**config.mk**
```make
export PLATFORM = sky130hd
export DESIGN_NAME = plru_tree_way_select_flat
export DESIGN_NICKNAME = d
export VERILOG_FILES = /design/src/rtl/plru_tree_way_select_if.sv /design/src/rtl/plru_tree_way_select.sv /design/src/flat_wrapper.sv
export SDC_FILE = /design/constraint.sdc
export NUM_CORES = 1
export LEC_CHECK = 0
export BUFFER_PORTS_ARGS = -buffer_cell sky130_fd_sc_hd__buf_2
export CAP_MARGIN = 40
export CORE_MARGIN = 2
export CORE_UTILIZATION = 54
export CTS_CLUSTER_DIAMETER = 200
export CTS_CLUSTER_SIZE = 8
export DETAILED_ROUTE_END_ITERATION = 10
export GPL_TIMING_DRIVEN = 0
export PLACE_DENSITY = 0.84
export SLEW_MARGIN = 20
export SYNTH_ARGS = -nofsm -noshare
export SYNTH_HDL_FRONTEND = slang
export SYNTH_SLANG_ARGS = --single-unit
```
**constraint.sdc**
```tcl
create_clock -name clk -period 1.6 [get_ports clk]
set_input_delay 0.24 -clock clk [delete_from_list [all_inputs] [get_ports clk]]
set_output_delay 0.24 -clock clk [all_outputs]
set_load 0.03 [all_outputs]
```
**src/rtl/plru_tree_way_select_if.sv**
```systemverilog
// Access/victim bundle between the cache controller and the tree-PLRU stage.
// master drives the access strobe and set index; slave returns the one-hot victim.
interface plru_tree_way_select_if #(
  parameter int N_WAYS     = 4,
  parameter int LINE_OFF_W = 4
);
  logic                  write_en;
  logic [N_WAYS-1:0]     way_hit;
  logic [LINE_OFF_W-1:0] line_addr;
  logic [N_WAYS-1:0]     way_select;

  modport master (
    output write_en,
    output way_hit,
    output line_addr,
    input  way_select
  );

  modport slave (
    input  write_en,
    input  way_hit,
    input  line_addr,
    output way_select
  );
endinterface

```
**src/rtl/plru_tree_way_select.sv**
```systemverilog
// Per-set tree pseudo-LRU: updates on every access, emits one-hot victim of line_addr; no backpressure.
// Latency: combinational select, or 1 cycle registered when PLRU_SELECT_REG_EN is defined.
module plru_tree_way_select #(
  parameter int N_WAYS     = 4,
  parameter int LINE_OFF_W = 4
) (
  input logic                    clk,
  input logic                    reset,
  plru_tree_way_select_if.slave  plru
);

  localparam int NWAY_W = $clog2(N_WAYS);
  localparam int N_SETS = 1 << LINE_OFF_W;

  // Heap-indexed node bits b[1..N_WAYS-1]; bit value 1 steers toward the upper subtree.
  typedef logic [N_WAYS-1:1] tree_t;

  tree_t             tree_q [N_SETS];
  logic              hit_vld;
  logic [NWAY_W-1:0] hit_idx;
  tree_t             cur_tree;

  // Walk from the root following the node bits; the leaf offset is the victim way.
  function automatic logic [N_WAYS-1:0] victim_of(input tree_t b);
    logic [NWAY_W:0] node;
    node = (NWAY_W+1)'(1);
    for (int l = 0; l < NWAY_W; l++) begin
      node = {node[NWAY_W-1:0], b[node[NWAY_W-1:0]]};
    end
    return N_WAYS'(1) << node[NWAY_W-1:0];
  endfunction

  // Point every node on the path to way w away from w; off-path nodes keep their value.
  function automatic tree_t tree_touch(input tree_t b, input logic [NWAY_W-1:0] w);
    tree_t           nb;
    logic [NWAY_W:0] node;
    logic            dir;
    nb   = b;
    node = (NWAY_W+1)'(1);
    for (int l = 0; l < NWAY_W; l++) begin
      dir                     = w[NWAY_W-1-l];
      nb[node[NWAY_W-1:0]]    = ~dir;
      node                    = {node[NWAY_W-1:0], dir};
    end
    return nb;
  endfunction

  // Lowest set bit wins so an illegal multi-hot access stays deterministic.
  always_comb begin
    hit_vld = |plru.way_hit;
    hit_idx = '0;
    for (int k = N_WAYS - 1; k >= 0; k--) begin
      if (plru.way_hit[k]) begin
        hit_idx = NWAY_W'(k);
      end
    end
  end

  always_ff @(posedge clk) begin
    if (reset) begin
      for (int s = 0; s < N_SETS; s++) begin
        tree_q[s] <= '0;
      end
    end else if (plru.write_en && hit_vld) begin
      tree_q[plru.line_addr] <= tree_touch(tree_q[plru.line_addr], hit_idx);
    end
  end

  assign cur_tree = tree_q[plru.line_addr];

`ifdef PLRU_SELECT_REG_EN
  logic [N_WAYS-1:0] sel_q;
  tree_t             nxt_tree;

  // Registered select must include an update landing on the same edge.
  always_comb begin
    nxt_tree = cur_tree;
    if (plru.write_en && hit_vld) begin
      nxt_tree = tree_touch(cur_tree, hit_idx);
    end
  end

  always_ff @(posedge clk) begin
    if (reset) begin
      sel_q <= N_WAYS'(1);
    end else begin
      sel_q <= victim_of(nxt_tree);
    end
  end

  assign plru.way_select = sel_q;
`else
  assign plru.way_select = victim_of(cur_tree);
`endif

endmodule

```
**src/flat_wrapper.sv**
```systemverilog
// flat-port wrapper written by rule: the top's interface ports become plain ports
module plru_tree_way_select_flat 
#(
  parameter int N_WAYS     = 4,
  parameter int LINE_OFF_W = 4
)
  (clk, reset, plru_write_en, plru_way_hit, plru_line_addr, plru_way_select);
  plru_tree_way_select_if #(.N_WAYS(N_WAYS), .LINE_OFF_W(LINE_OFF_W)) plru_i ();
  input logic clk;
  input logic reset;
  input wire logic [$bits(plru_i.write_en)-1:0] plru_write_en;
  input wire logic [$bits(plru_i.way_hit)-1:0] plru_way_hit;
  input wire logic [$bits(plru_i.line_addr)-1:0] plru_line_addr;
  output wire logic [$bits(plru_i.way_select)-1:0] plru_way_select;
  assign plru_i.write_en = plru_write_en;
  assign plru_i.way_hit = plru_way_hit;
  assign plru_i.line_addr = plru_line_addr;
  assign plru_way_select = plru_i.way_select;
  plru_tree_way_select #(.N_WAYS(N_WAYS), .LINE_OFF_W(LINE_OFF_W)) u_core (.clk(clk), .reset(reset), .plru(plru_i));
endmodule
```
==> metrics.txt <==
Gate power share 0.186; yosys warns 0; Setup violations, final 34; Initial Util 0.565; GRT Total Usage 0.230; setup_tns -6.43 ns; clock-pin slew on the worst setup and hold paths 0.08 ns; sequential cell area fraction in the yosys report 0.578; Routed WL 5690 µm; biggest regs u_core.tree_q (48); root cell of the clock tree clkbuf_8; Area growth syn-to-layout 20.5%; CTS tree yes; Place WS -0.493 ns; vias in the first global route 1723; GRT overflow 0; total CTS buffers 5; top_reg_cell synth edfxtp_1; Avg Synthesized Cell Area 12.5 µm²; P_leak 1.06 nW; status finished with violations; Peak Freq 475 MHz; Die X 72.0 µm; EDFF count, synth 48; Flop pwr share 0.556; synthesis-stage register bit count 48; share of cells above drive strength 1 0.330; RSZ-0062 raised after global routing yes; Pre-Repair DR Iteration Count 5; Residual DRC 0; commonest non-fill, non-tap cells in the layout edfxtp_1, nor2_1, nand2b_1; port bufs 12; clock buffer depth 2; CP required 1.36 ns; Worst-Skew Late Latency 0.30 ns; DR WL/cell 20.6 µm; fin crit period 2.11 ns; initial antenna violation count 0; Vias 1762; Peak VDD IR 0.000406 V; Critical Path End Type output pin; share of synthesized registers carrying an async set or reset 0; Layout Nets 234; hold_buf cts 0; Max-slew headroom 0.471; Via-to-Cell Ratio 6.38; pwr dens 869 nW/µm²; Clock Sinks 48; power share of the clock group 0.257; largest net degree at the start of global routing 14; net switching power 0.660 mW; Int Pwr 1.95 mW; period utilization 1.32; CP max FO 4; fin. max-slew vios 0; Ports 15; failing checks setup timing; clk_skew 0.00929 ns; first-pass GRT wire length 8650 µm; initial DRC count 292; FP Rows 24; die area 5180 µm²; die height 72.0 µm; Syn Inst Count 199; min-delay worst type primary input to flip-flop; GP Congestion 0.849; final hold viol count 0; Net Sw Frac 0.253; Std-Cell Core Area 4410 µm²; hpwl dp 3750 µm; fill count 276; H-tree level count 2; max reg flops 48; WP data arrival 1.87 ns; synthesized area 2490 µm²; Top reg by flops u_core.tree_q; CP startpoint kind flip-flop; max_cap viols 0; synth unique cells 31; Final Hold Slack 0.461 ns; final worst setup slack -0.506 ns; Worst-Margin Slew 0.792 ns; syn_nets 210; Final ANT Viol Nets 0; crit path kind flip-flop to output pin; Antenna Cells 0; most common cell after layout, fill and taps aside edfxtp_1
-- layer usage --
metal	wire (µm)	share of wire	GRT usage	vias to the layer above
li1	-	-	-	776
met1	2200	0.39	0.295	841
met2	2740	0.48	0.364	119
met3	516	0.091	0.0528	26
met4	234	0.041	0.128	0
met5	0	0	0	-
-- path summary, 6_finish.rpt --
path                                            from              endpoint  slack [ns]  cells after the start
worst max-delay path             u_core.tree_q[3][0]    plru_way_select[1]       -0.51                      5
worst min-delay path                           reset  u_core.tree_q[13][1]        0.46                      2
worst max register to register  u_core.tree_q[13][1]   u_core.tree_q[7][1]       -0.31                      4
worst min register to register   u_core.tree_q[4][1]  u_core.tree_q[14][1]        1.07                      4
-- timing repair --
| item | CTS | global route |
|---|---|---|
| gates cloned | 1 | 0 |
| buffers inserted | 1 | 3 |
| hold endpoints to repair | 0 | 0 |
| endpoints found under the setup margin | 53 | 91 |
| gates resized for setup | 19 | 25 |
| pin swaps | 1 | 2 |
-- layout make-up --
class | count | area, µm² | area share
tap | 52 | 65.1 | 0.0217
inverter | 2 | 7.51 | 0.00250
multi-input combinational | 139 | 1170 | 0.389
sequential | 48 | 1440 | 0.480
clock buffer | 7 | 76.3 | 0.0254
timing repair buffer | 17 | 140 | 0.0466
buffer | 10 | 103 | 0.0342
clock inverter | 1 | 3.75 | 0.00125
-- critical path, stage by stage, from the launching register on --
cell and delay, ns:
edfxtp_1 0.38, mux4_2 0.53, mux2i_4 0.19, mux2i_4 0.12, o21ba_4 0.24, buf_6 0.12
-- metrics by stage --
stage | cells | util | power (mW) | cell area, µm²
final | 276 | 0.681 | 2.61 | 3000
after global routing | 276 | 0.681 | 2.69 | 3000
after CTS | 273 | 0.652 | 2.57 | 2880
after detailed placement | 263 | 0.608 | 1.86 | 2690
after global placement | 263 | 0.608 | 1.85 | 2690
after floorplan | 199 | - | 1.76 | 2560
-- cell families after synthesis --
logic type	synth area share
and+or+nand+nor	0.211
AOI/OAI and AO/OA	0.0351
buffers and inverters	0.0321
DFF	0.578
muxes	0.144
-- power by group through the flow --
stage	Combinational (mW)	Sequential, mW	Clock (mW)
after floorplan	0.290	1.47	0
after global placement	0.377	1.48	0
after detailed placement	0.383	1.48	0
after CTS	0.446	1.45	0.672
after global routing	0.509	1.46	0.722
final	0.486	1.45	0.672
-- Yosys cell counts (all sizes together), types with 2 or more instances --
cell / count / area (µm²)
clkbuf: 4 / 15.0
nand2: 15 / 56.3
mux4: 7 / 158
nor2b: 5 / 31.3
edfxtp: 48 / 1440
nand2b: 17 / 106
nand3: 4 / 20.0
buf: 6 / 57.6
nor2: 41 / 174
inv: 2 / 7.51
mux2i: 19 / 190
nor4: 3 / 18.8
nor3: 15 / 91.3
Note: power is estimated with default switching activity, not from simulation.
